==> src/rtl/gfx_axil_regs_if.sv <==
// AXI4-Lite bus bundle between the host interconnect and the graphics register file.
interface gfx_axil_regs_if #(
   parameter int ADDR_W = 6
);
   logic [ADDR_W-1:0] awaddr;
   logic              awvalid;
   logic              awready;
   logic [31:0]       wdata;
   logic [3:0]        wstrb;
   logic              wvalid;
   logic              wready;
   logic [1:0]        bresp;
   logic              bvalid;
   logic              bready;
   logic [ADDR_W-1:0] araddr;
   logic              arvalid;
   logic              arready;
   logic [31:0]       rdata;
   logic [1:0]        rresp;
   logic              rvalid;
   logic              rready;

   modport master (
      output awaddr, awvalid, wdata, wstrb, wvalid, bready, araddr, arvalid, rready,
      input  awready, wready, bresp, bvalid, arready, rdata, rresp, rvalid
   );

   modport slave (
      input  awaddr, awvalid, wdata, wstrb, wvalid, bready, araddr, arvalid, rready,
      output awready, wready, bresp, bvalid, arready, rdata, rresp, rvalid
   );
endinterface

==> src/rtl/gfx_axil_regs.sv <==
// AXI4-Lite control registers and command issue for the graphics engine.
// Define GFX_REGS_IRQ_EN to build the IRQ register, the CMD irq_en bit and the irq output.
module gfx_axil_regs #(
   parameter int          ADDR_W = 6,
   parameter logic [31:0] FB_RST = 32'h1000_0000
) (
   input  logic           aclk,
   input  logic           areset,
   gfx_axil_regs_if.slave s_axi,
   output logic           gfx_enable,
   output logic [31:0]    fb_base,
   output logic           cmd_valid,
   input  logic           cmd_ready,
   output logic [7:0]     cmd_op,
   input  logic           eng_busy,
   input  logic           eng_done,
   output logic           irq
);
   localparam int         IDX_W       = ADDR_W - 2;
   localparam logic [1:0] RESP_OKAY   = 2'b00;
   localparam logic [1:0] RESP_SLVERR = 2'b10;

   typedef enum logic [1:0] {W_IDLE, W_WAIT, W_RESP} wstate_t;
   typedef enum logic       {R_IDLE, R_DATA}         rstate_t;

   wstate_t           r_wstate;
   rstate_t           r_rstate;
   logic              r_awready, r_wready, r_bvalid, r_arready, r_rvalid;
   logic [1:0]        r_bresp, r_rresp;
   logic [31:0]       r_rdata;
   logic              r_aw_have, r_w_have;
   logic [ADDR_W-1:0] r_awaddr;
   logic [31:0]       r_wdata;
   logic [3:0]        r_wstrb;

   logic              r_enable;
   logic [31:0]       r_fb_base;
   logic [7:0]        r_opcode;
   logic [7:0]        r_cmd_op;
   logic              r_cmd_pending;
   logic              r_done_sticky;
   logic              w_irq_en;
   logic              w_done_irq;

   logic              w_aw_hs, w_w_hs, w_ar_hs, w_cmd_hs, w_commit;
   logic [ADDR_W-1:0] w_wr_addr;
   logic [31:0]       w_wr_data;
   logic [3:0]        w_wr_strb;
   logic              w_wr_valid, w_go, w_cmd_drop, w_go_ok;
   logic              w_sel_ctrl, w_sel_cmd, w_sel_fb;
   logic              w_rd_valid;
   logic [31:0]       w_rd_data;
   logic [1:0]        w_rd_resp;

   assign w_aw_hs  = s_axi.awvalid & r_awready;
   assign w_w_hs   = s_axi.wvalid & r_wready;
   assign w_ar_hs  = s_axi.arvalid & r_arready;
   assign w_cmd_hs = r_cmd_pending & cmd_ready;
   assign w_commit = (r_wstate != W_RESP) & (r_aw_have | w_aw_hs) & (r_w_have | w_w_hs);

   // A half already latched takes priority over the live bus value.
   assign w_wr_addr  = r_aw_have ? r_awaddr : s_axi.awaddr;
   assign w_wr_data  = r_w_have  ? r_wdata  : s_axi.wdata;
   assign w_wr_strb  = r_w_have  ? r_wstrb  : s_axi.wstrb;
   assign w_wr_valid = w_wr_addr[ADDR_W-1:2] < IDX_W'(5);
   assign w_sel_ctrl = w_commit & w_wr_valid & (w_wr_addr[4:2] == 3'd0);
   assign w_sel_cmd  = w_commit & w_wr_valid & (w_wr_addr[4:2] == 3'd3);
   assign w_sel_fb   = w_commit & w_wr_valid & (w_wr_addr[4:2] == 3'd4);
   assign w_go       = w_wr_strb[1] & w_wr_data[8];
   assign w_cmd_drop = w_sel_cmd & w_go & r_cmd_pending;
   assign w_go_ok    = w_sel_cmd & w_go & ~r_cmd_pending;

   assign w_rd_valid = s_axi.araddr[ADDR_W-1:2] < IDX_W'(5);

   always_comb begin
      // NOTE: defaults first so every path assigns every output; otherwise a latch is inferred.
      w_rd_data = '0;
      w_rd_resp = RESP_OKAY;
      if (!w_rd_valid) begin
         w_rd_resp = RESP_SLVERR;
      end else begin
         case (s_axi.araddr[4:2])
            3'd0:    w_rd_data = {31'b0, r_enable};
            3'd1:    w_rd_data = {29'b0, r_done_sticky, eng_busy, r_cmd_pending};
            3'd2:    w_rd_data = {31'b0, w_done_irq};
            3'd3:    w_rd_data = {22'b0, w_irq_en, 1'b0, r_opcode};
            3'd4:    w_rd_data = r_fb_base;
            default: w_rd_data = '0;
         endcase
      end
   end

   always_ff @(posedge aclk or posedge areset) begin
      // NOTE: sequential state uses non-blocking assignments so every flop samples pre-edge values.
      if (areset) begin
         r_wstate  <= W_IDLE;
         r_awready <= 1'b0;
         r_wready  <= 1'b0;
         r_bvalid  <= 1'b0;
         r_bresp   <= RESP_OKAY;
         r_aw_have <= 1'b0;
         r_w_have  <= 1'b0;
         r_awaddr  <= '0;
         r_wdata   <= '0;
         r_wstrb   <= '0;
      end else begin
         case (r_wstate)
            W_IDLE, W_WAIT: begin
               if (w_aw_hs) begin
                  r_awaddr  <= s_axi.awaddr;
                  r_aw_have <= 1'b1;
                  r_awready <= 1'b0;
               end else if (!r_aw_have) begin
                  r_awready <= 1'b1;
               end
               if (w_w_hs) begin
                  r_wdata  <= s_axi.wdata;
                  r_wstrb  <= s_axi.wstrb;
                  r_w_have <= 1'b1;
                  r_wready <= 1'b0;
               end else if (!r_w_have) begin
                  r_wready <= 1'b1;
               end
               if (w_commit) begin
                  r_wstate <= W_RESP;
                  r_bvalid <= 1'b1;
                  r_bresp  <= (!w_wr_valid || w_cmd_drop) ? RESP_SLVERR : RESP_OKAY;
               end else if (w_aw_hs || w_w_hs) begin
                  r_wstate <= W_WAIT;
               end
            end
            W_RESP: begin
               if (s_axi.bready) begin
                  r_wstate  <= W_IDLE;
                  r_bvalid  <= 1'b0;
                  r_aw_have <= 1'b0;
                  r_w_have  <= 1'b0;
                  r_awready <= 1'b1;
                  r_wready  <= 1'b1;
               end
            end
            default: r_wstate <= W_IDLE;
         endcase
      end
   end

   always_ff @(posedge aclk or posedge areset) begin
      if (areset) begin
         r_rstate  <= R_IDLE;
         r_arready <= 1'b0;
         r_rvalid  <= 1'b0;
         r_rdata   <= '0;
         r_rresp   <= RESP_OKAY;
      end else begin
         case (r_rstate)
            R_IDLE: begin
               if (w_ar_hs) begin
                  r_rstate  <= R_DATA;
                  r_rdata   <= w_rd_data;
                  r_rresp   <= w_rd_resp;
                  r_rvalid  <= 1'b1;
                  r_arready <= 1'b0;
               end else begin
                  r_arready <= 1'b1;
               end
            end
            R_DATA: begin
               if (s_axi.rready) begin
                  r_rstate  <= R_IDLE;
                  r_rvalid  <= 1'b0;
                  r_arready <= 1'b1;
               end
            end
            default: r_rstate <= R_IDLE;
         endcase
      end
   end

   always_ff @(posedge aclk or posedge areset) begin
      if (areset) begin
         r_enable      <= 1'b0;
         r_fb_base     <= FB_RST;
         r_opcode      <= '0;
         r_cmd_op      <= '0;
         r_cmd_pending <= 1'b0;
         r_done_sticky <= 1'b0;
      end else begin
         if (w_sel_ctrl && w_wr_strb[0]) r_enable <= w_wr_data[0];
         for (int b = 0; b < 4; b++) begin
            if (w_sel_fb && w_wr_strb[b]) r_fb_base[8*b +: 8] <= w_wr_data[8*b +: 8];
         end
         if (w_sel_cmd && !w_cmd_drop && w_wr_strb[0]) r_opcode <= w_wr_data[7:0];
         if (w_cmd_hs) r_cmd_pending <= 1'b0;
         // The issued opcode is captured separately so cmd_op holds still while pending.
         if (w_go_ok) begin
            r_cmd_op      <= w_wr_strb[0] ? w_wr_data[7:0] : r_opcode;
            r_cmd_pending <= 1'b1;
            r_done_sticky <= 1'b0;
         end
         if (eng_done) r_done_sticky <= 1'b1;
      end
   end

`ifdef GFX_REGS_IRQ_EN
   logic r_irq_en;
   logic r_done_irq;
   logic w_sel_irq;

   assign w_sel_irq = w_commit & w_wr_valid & (w_wr_addr[4:2] == 3'd2);

   always_ff @(posedge aclk or posedge areset) begin
      if (areset) begin
         r_irq_en   <= 1'b0;
         r_done_irq <= 1'b0;
      end else begin
         if (w_sel_cmd && !w_cmd_drop && w_wr_strb[1]) r_irq_en <= w_wr_data[9];
         if (w_sel_irq && w_wr_strb[0] && w_wr_data[0]) r_done_irq <= 1'b0;
         if (eng_done && r_irq_en) r_done_irq <= 1'b1;
      end
   end

   assign w_irq_en   = r_irq_en;
   assign w_done_irq = r_done_irq;
`else
   assign w_irq_en   = 1'b0;
   assign w_done_irq = 1'b0;
`endif

   assign s_axi.awready = r_awready;
   assign s_axi.wready  = r_wready;
   assign s_axi.bvalid  = r_bvalid;
   assign s_axi.bresp   = r_bresp;
   assign s_axi.arready = r_arready;
   assign s_axi.rvalid  = r_rvalid;
   assign s_axi.rdata   = r_rdata;
   assign s_axi.rresp   = r_rresp;
   assign gfx_enable    = r_enable;
   assign fb_base       = r_fb_base;
   assign cmd_valid     = r_cmd_pending;
   assign cmd_op        = r_cmd_op;
   assign irq           = w_done_irq;
endmodule

==> src/flat_wrapper.sv <==
// flat-port wrapper written by rule: the top's interface ports become plain ports
module gfx_axil_regs_flat 
#(
   parameter int          ADDR_W = 6,
   parameter logic [31:0] FB_RST = 32'h1000_0000
)
  (aclk, areset, gfx_enable, fb_base, cmd_valid, cmd_ready, cmd_op, eng_busy, eng_done, irq, s_axi_awaddr, s_axi_awvalid, s_axi_wdata, s_axi_wstrb, s_axi_wvalid, s_axi_bready, s_axi_araddr, s_axi_arvalid, s_axi_rready, s_axi_awready, s_axi_wready, s_axi_bresp, s_axi_bvalid, s_axi_arready, s_axi_rdata, s_axi_rresp, s_axi_rvalid);
  gfx_axil_regs_if #(.ADDR_W(ADDR_W)) s_axi_i ();
  input  logic aclk;
  input  logic areset;
  output logic gfx_enable;
  output logic [31:0] fb_base;
  output logic cmd_valid;
  input  logic cmd_ready;
  output logic [7:0] cmd_op;
  input  logic eng_busy;
  input  logic eng_done;
  output logic irq;
  input wire logic [$bits(s_axi_i.awaddr)-1:0] s_axi_awaddr;
  input wire logic [$bits(s_axi_i.awvalid)-1:0] s_axi_awvalid;
  input wire logic [$bits(s_axi_i.wdata)-1:0] s_axi_wdata;
  input wire logic [$bits(s_axi_i.wstrb)-1:0] s_axi_wstrb;
  input wire logic [$bits(s_axi_i.wvalid)-1:0] s_axi_wvalid;
  input wire logic [$bits(s_axi_i.bready)-1:0] s_axi_bready;
  input wire logic [$bits(s_axi_i.araddr)-1:0] s_axi_araddr;
  input wire logic [$bits(s_axi_i.arvalid)-1:0] s_axi_arvalid;
  input wire logic [$bits(s_axi_i.rready)-1:0] s_axi_rready;
  output wire logic [$bits(s_axi_i.awready)-1:0] s_axi_awready;
  output wire logic [$bits(s_axi_i.wready)-1:0] s_axi_wready;
  output wire logic [$bits(s_axi_i.bresp)-1:0] s_axi_bresp;
  output wire logic [$bits(s_axi_i.bvalid)-1:0] s_axi_bvalid;
  output wire logic [$bits(s_axi_i.arready)-1:0] s_axi_arready;
  output wire logic [$bits(s_axi_i.rdata)-1:0] s_axi_rdata;
  output wire logic [$bits(s_axi_i.rresp)-1:0] s_axi_rresp;
  output wire logic [$bits(s_axi_i.rvalid)-1:0] s_axi_rvalid;
  assign s_axi_i.awaddr = s_axi_awaddr;
  assign s_axi_i.awvalid = s_axi_awvalid;
  assign s_axi_i.wdata = s_axi_wdata;
  assign s_axi_i.wstrb = s_axi_wstrb;
  assign s_axi_i.wvalid = s_axi_wvalid;
  assign s_axi_i.bready = s_axi_bready;
  assign s_axi_i.araddr = s_axi_araddr;
  assign s_axi_i.arvalid = s_axi_arvalid;
  assign s_axi_i.rready = s_axi_rready;
  assign s_axi_awready = s_axi_i.awready;
  assign s_axi_wready = s_axi_i.wready;
  assign s_axi_bresp = s_axi_i.bresp;
  assign s_axi_bvalid = s_axi_i.bvalid;
  assign s_axi_arready = s_axi_i.arready;
  assign s_axi_rdata = s_axi_i.rdata;
  assign s_axi_rresp = s_axi_i.rresp;
  assign s_axi_rvalid = s_axi_i.rvalid;
  gfx_axil_regs #(.ADDR_W(ADDR_W), .FB_RST(FB_RST)) u_core (.aclk(aclk), .areset(areset), .s_axi(s_axi_i), .gfx_enable(gfx_enable), .fb_base(fb_base), .cmd_valid(cmd_valid), .cmd_ready(cmd_ready), .cmd_op(cmd_op), .eng_busy(eng_busy), .eng_done(eng_done), .irq(irq));
endmodule
==> config.mk <==
export PLATFORM = sky130hd
export DESIGN_NAME = gfx_axil_regs_flat
export DESIGN_NICKNAME = d
export VERILOG_FILES = /design/src/rtl/gfx_axil_regs_if.sv /design/src/rtl/gfx_axil_regs.sv /design/src/flat_wrapper.sv
export SDC_FILE = /design/constraint.sdc
export NUM_CORES = 1
export LEC_CHECK = 0
export BUFFER_PORTS_ARGS = -buffer_cell sky130_fd_sc_hd__buf_2
export CAP_MARGIN = 20
export CORE_AREA = 2 2 105 107
export CTS_BUF_LIST = sky130_fd_sc_hd__clkbuf_16
export CTS_CLUSTER_SIZE = 14
export DETAILED_ROUTE_END_ITERATION = 7
export DIE_AREA = 0 0 107 109
export HOLD_SLACK_MARGIN = 0.15
export PLACE_DENSITY_LB_ADDON = 0.15
export SYNTH_ARGS = -nofsm -noshare
export SYNTH_HDL_FRONTEND = slang
export SYNTH_SLANG_ARGS = --single-unit
export TNS_END_PERCENT = 20
==> constraint.sdc <==
create_clock -name aclk -period 12.65 [get_ports aclk]
set_input_delay 2.53 -clock aclk [delete_from_list [all_inputs] [get_ports aclk]]
set_output_delay 2.53 -clock aclk [all_outputs]
set_load 0.02 [all_outputs]
# Yosys cells after proc, flatten, opt, wreduce, memory -nomap -nowiden

Index checks and enable logic that the tools add are counted.

Magnitude comparators: 2
Equality and inequality tests: 17
Muxes and demuxes: 39
Bitwise gates (word level): 18
Reductions and logical operators: 29

Operator list:

| kind                                                       | number |
|---|---|
| one-hot mux 32 bit (4 select lines)                        | 1 |
| two-way mux 32 bit                                         | 2 |
| two-way mux 1 bit                                          | 19 |
| one-hot mux 1 bit (2 select lines)                         | 8 |
| AND reduction 3 bit                                        | 5 |
| bitwise AND 1 bit                                          | 14 |
| AND reduction 2 bit                                        | 6 |
| two-way mux 2 bit                                          | 5 |
| less-than comparator 4 x 3 -> 1 bit, second input constant | 2 |
| two-way mux 8 bit                                          | 1 |
| inequality test 2 x 1 -> 1 bit, second input constant      | 4 |
| logical AND 1 bit                                          | 7 |
| equality test 3 x 2 -> 1 bit, second input constant        | 2 |
| equality test 3 bit, second input constant                 | 2 |
| logical NOT 3 bit                                          | 2 |
| two-way mux 6 bit                                          | 1 |
| inequality test 2 bit, second input constant               | 3 |
| inequality test 3 bit, second input constant               | 2 |
| nonzero test 2 bit                                         | 3 |
| two-way mux 4 bit                                          | 1 |
| one-hot mux 2 bit (2 select lines)                         | 1 |
| equality test 3 x 1 -> 1 bit, second input constant        | 1 |
| inequality test 3 x 1 -> 1 bit, second input constant      | 1 |
| equality test 2 x 1 -> 1 bit, second input constant        | 1 |
| 7 further kinds                                            | 11 |

Register bits: 139
Input port bits: 58
Output and inout bits: 84

# Depth between registers and ports, before layout

Depth in word-level cells: 11
Depth in mapped cells: 7
Mapped depth without buffers: 4

# Worst setup path before layout

No wires, ideal clock.

Path kind: input -> register
Start point: in s_axi_awvalid
End point: reg u_core.r_cmd_op[0] (netlist: u_core.cmd_op[0])
Library setup time: 0.125 ns
Data arrival time: 3.901 ns
Required time: 12.525 ns
Slack: 8.624 ns
Stages on the path: 5
Path buffers: 1
Path through: nand2_1 > o41ai_1 > and4b_1 > buf_2 > mux2_2

Cells in the longest elaborated chain, start to end: 8

RTL lines:

| what                           | line                 | text |
|---|---|---|
| start: declaration             | flat_wrapper.sv:20   | `input wire logic [$bits(s_axi_i.awvalid)-1:0] s_axi_awvalid;` |
| bitwise AND 1 bit              | gfx_axil_regs.sv:55  | `assign w_aw_hs = s_axi.awvalid & r_awready;` |
| OR 1 bit                       | gfx_axil_regs.sv:59  | `assign w_commit = (r_wstate != W_RESP) & (r_aw_have \| w_aw_hs) & (r_w_have \| w_w_hs);` |
| bitwise AND 1 bit (2 in a row) | gfx_axil_regs.sv:59  |  |
| bitwise AND 1 bit (2 in a row) | gfx_axil_regs.sv:67  | `assign w_sel_cmd = w_commit & w_wr_valid & (w_wr_addr[4:2] == 3'd3);` |
| bitwise AND 1 bit (2 in a row) | gfx_axil_regs.sv:71  | `assign w_go_ok = w_sel_cmd & w_go & ~r_cmd_pending;` |
| end signal: assignment         | gfx_axil_regs.sv:196 | `r_cmd_op <= w_wr_strb[0] ? w_wr_data[7:0] : r_opcode;` |
| end: declaration               | gfx_axil_regs.sv:39  | `logic [7:0] r_cmd_op;` |

No other way between the ends.
A chain may end at the register's enable or synchronous reset.

# Final worst setup path

Start point: in s_axi_awvalid
End point: reg u_core.r_cmd_op[4] (netlist: u_core.cmd_op[4])

Same word-level chain as after synthesis.

==> insert_results.sql <==
INSERT INTO impl_metrics (metric_group, metric, value, unit) VALUES
('outcome', 'result_of_the_run', 'finished, final reports clean', ''),
('timing', 'fmax', '241', 'MHz'),
('clock_tree', 'cts_num_sinks', '135', ''),
('timing', 'tightestPinTransition', '997', 'ps'),
('timing', 'finalCritPeriodShare', '0.328', ''),
('clock_tree', 'worstSkewPairLatency', '410', 'ps'),
('floorplanning', 'die_outline_width', '107', 'µm'),
('clock_tree', 'htreeDepth', '4', ''),
('global_routing', 'global_route_total_usage_across_every_layer', '0.230', ''),
('timing', 'hold_viol_final', '0', ''),
('power', 'power_per_cell_area', '246', 'mW/mm²'),
('timing', 'timing.final.setup_violations', '0', ''),
('clock_tree', 'cts.reportedPaths.clkPinSlew', '60', 'ps'),
('yosys', 'async_flop_share', '1.00', ''),
('worst_setup_path', 'critical_path_required', '12940', 'ps'),
('timing', 'rsz0062_at_grt', 'false', ''),
('timing', 'fin_hold_ws', '480', 'ps'),
('clock_tree', 'tritoncts.num_buffers', '17', ''),
('detailed_routing', 'vias_per_cell', '5.50', ''),
('global_routing', 'antenna_found_initial', '0', ''),
('clock_tree', 'cts_hold_buf', '0', ''),
('yosys', 'yosys.area.top_type', 'sky130_fd_sc_hd__dfrtp_1', ''),
('worst_setup_path', 'path_class', 'input pin to flip-flop', ''),
('clock_tree', 'cts-root-buf', 'sky130_fd_sc_hd__clkbuf_16', ''),
('worst_hold_path', 'hold_path.class', 'flip-flop to flip-flop', ''),
('detailed_routing', 'postRouteWirelength', '12.6', 'mm'),
('floorplanning', 'dieArea', '0.0117', 'mm²'),
('yosys', 'avgSynthCellArea', '13.8', 'µm²'),
('cells_and_area', 'finish.net_count', '623', ''),
('yosys', 'postSynthRegisterBits', '135', ''),
('cells_and_area', 'antennaDiodeCount', '0', ''),
('cells_and_area', 'layout_commonest_cell', 'sky130_fd_sc_hd__buf_2', ''),
('timing', 'final.setup.worst_slack', '8500', 'ps'),
('clock_tree', 'post_cts_resize_count', '0', ''),
('yosys', 'synth_area_leaders', 'sky130_fd_sc_hd__dfrtp_1 (57%), sky130_fd_sc_hd__mux2_2 (25%), sky130_fd_sc_hd__a22o_1 (3.7%), sky130_fd_sc_hd__o21ai_0 (1.2%), sky130_fd_sc_hd__nand2_1 (1.1%)', ''),
('worst_setup_path', 'worstSetupEndpointType', 'flip-flop', ''),
('global_routing', 'first_global_vias', '3990', ''),
('floorplanning', 'initial_utilization', '0.559', ''),
('cells_and_area', 'syn2layout_area_growth', '23.1', '%'),
('placement', 'dpl_worst_slack', '8110', 'ps'),
('detailed_routing', 'detail_route.iter0.violations', '186', ''),
('yosys', 'synth_edf_count', '0', ''),
('placement', 'post-dp-hpwl', '8.34', 'mm'),
('global_routing', 'grt_first_pass_wirelength', '20.4', 'mm'),
('clock_tree', 'cts_tree', 'done', ''),
('run', 'max_cap_violations', '0', ''),
('placement', 'port-buffer-count', '134', ''),
('detailed_routing', 'vias', '3948', ''),
('floorplanning', 'core_area', '0.0106', 'mm²'),
('timing', 'setup-tns-final', '0', 'ps'),
('timing', 'finalClockSkew', '9.43', 'ps'),
('floorplanning', 'floorplan.die.height', '109', 'µm'),
('worst_setup_path', 'timing.critical_path.from_type', 'input pin', ''),
('detailed_routing', 'wl_per_cell', '17.6', 'µm'),
('worst_setup_path', 'crit_path_max_fanout', '10', ''),
('timing', 'slew_headroom', '0.335', ''),
('clock_tree', 'post_cts_buffers', '0', ''),
('yosys', 'synth-main-ff-cell', 'sky130_fd_sc_hd__dfrtp_1', ''),
('yosys', 'synth_cells', '430', ''),
('yosys', 'yosysUniqueCellTypes', '45', ''),
('cells_and_area', 'proportion_of_layout_cells_with_a_drive_suffix_above_1', '0.543', ''),
('cells_and_area', 'layout_common_cells', 'sky130_fd_sc_hd__buf_2 (134), sky130_fd_sc_hd__dfrtp_1 (133), sky130_fd_sc_hd__mux2_2 (132)', ''),
('detailed_routing', 'route.detailed.drc', '0', ''),
('detailed_routing', 'detailedRoute.firstPassIterationCount', '6', ''),
('power', 'p_leak', '0.00362', 'µW'),
('floorplanning', 'io-pin-count', '142', ''),
('floorplanning', 'num_rows', '38', ''),
('worst_setup_path', 'worst-endpoint-arrival', '4440', 'ps'),
('yosys', 'synth.yosys.warnings', '0', ''),
('clock_tree', 'clock_path_buffers', '2', ''),
('global_routing', 'grt_max_degree', '70', ''),
('yosys', 'synth-seq-area-share', '0.570', ''),
('yosys', 'synth_area', '0.00593', 'mm²'),
('global_routing', 'globalRouteOverflowTotal', '0', ''),
('timing', 'min_period', '4150', 'ps'),
('timing', 'timing.final.max_slew_violations', '0', ''),
('yosys', 'synth_top_area_share', '0.566', ''),
('placement', 'gpl.final_weighted_congestion', '0.763', ''),
('detailed_routing', 'detail_route_antenna_nets', '0', ''),
('power', 'vdd_ir_drop_max', '0.109', 'mV');
[logic make-up after synthesis]
family,synth area share
buf+inv,0.0245
compound gates,0.0927
mux,0.259
flops,0.570
other cells,0.000633
simple gates,0.0530
[worst paths after layout]
check                                                        from                                 to  slack (ps)  depth (start not counted)
worst max-delay path                                s_axi_awvalid       u_core.cmd_op[4]$_DFFE_PP0P_        8500                          5
worst min-delay path            u_core.s_axi.rdata[6]$_DFFE_PP0P_  u_core.s_axi.rdata[6]$_DFFE_PP0P_         480                          2
worst max register to register        u_core.r_w_have$_DFFE_PP0P_     u_core.r_opcode[6]$_DFFE_PP0P_        9840                          4
worst min register to register  u_core.s_axi.rdata[6]$_DFFE_PP0P_  u_core.s_axi.rdata[6]$_DFFE_PP0P_         480                          2
max in group asynchronous                                  areset        u_core.r_w_have$_DFFE_PP0P_        9060                          3
min in group asynchronous                                  areset  u_core.s_axi.rdata[8]$_DFFE_PP0P_        2200                          2
[flip-flops by register name (all words and copies together) (netlist names), 2 cells and up]
name	count
u_core.r_opcode	8
u_core.s_axi.rdata	32
u_core.cmd_op	8
u_core.r_awaddr	4
u_core.r_wdata	32
u_core.r_wstrb	4
u_core.fb_base	32
u_core.r_wstate	2
[worst max-delay path: stages]
cell	delay, ps
sky130_fd_sc_hd__buf_2	80
sky130_fd_sc_hd__nand2_1	160
sky130_fd_sc_hd__o41ai_1	620
sky130_fd_sc_hd__and4b_1	640
sky130_fd_sc_hd__mux2_2	400
[metrics by stage]
stage,instances,instance area [µm²],total power (µW),utilization
global placement,685,6700,1290,0.632
finish,718,7300,1800,0.688
global route,718,7300,1900,0.688
CTS,718,7300,1810,0.688
detailed placement,686,6710,1320,0.633
floorplan,432,5940,1140,-
[report_power, final]
| part | total, µW | leakage (µW) | switching, µW | internal, µW |
|---|---|---|---|---|
| clock | 486 | 0.000281 | 180 | 306 |
| sequential | 722 | 0.00172 | 131 | 591 |
| combinational | 589 | 0.00161 | 290 | 299 |
| total | 1800 | 0.00362 | 600 | 1200 |
[layout make-up]
class | instances | area [µm²]
Timing Repair Buffer | 139 | 708
Sequential cell | 135 | 3380
Fill cell | 779 | 3310
Inverter | 8 | 35.0
Clock buffer | 17 | 425
Clock inverter | 15 | 161
Multi-Input combinational cell | 264 | 2410
Tap cell | 140 | 175
[synthesized netlist by cell type (all sizes together) (7+ instances only)]
library cell / number
a21oi: 8
a22o: 25
a22oi: 7
buf: 12
clkbuf: 13
dfrtp: 134
inv: 8
mux2: 132
nand2: 17
nor2: 10
o21ai: 16
[metal layers]
layer	up-vias	track usage	routed length, µm
met1	1988	0.297	5590
met2	105	0.380	6260
met4	0	0.0640	124
met5	-	0	0
met3	13	0.0669	629
li1	1842	-	-
(Power assumes the default switching activity.)
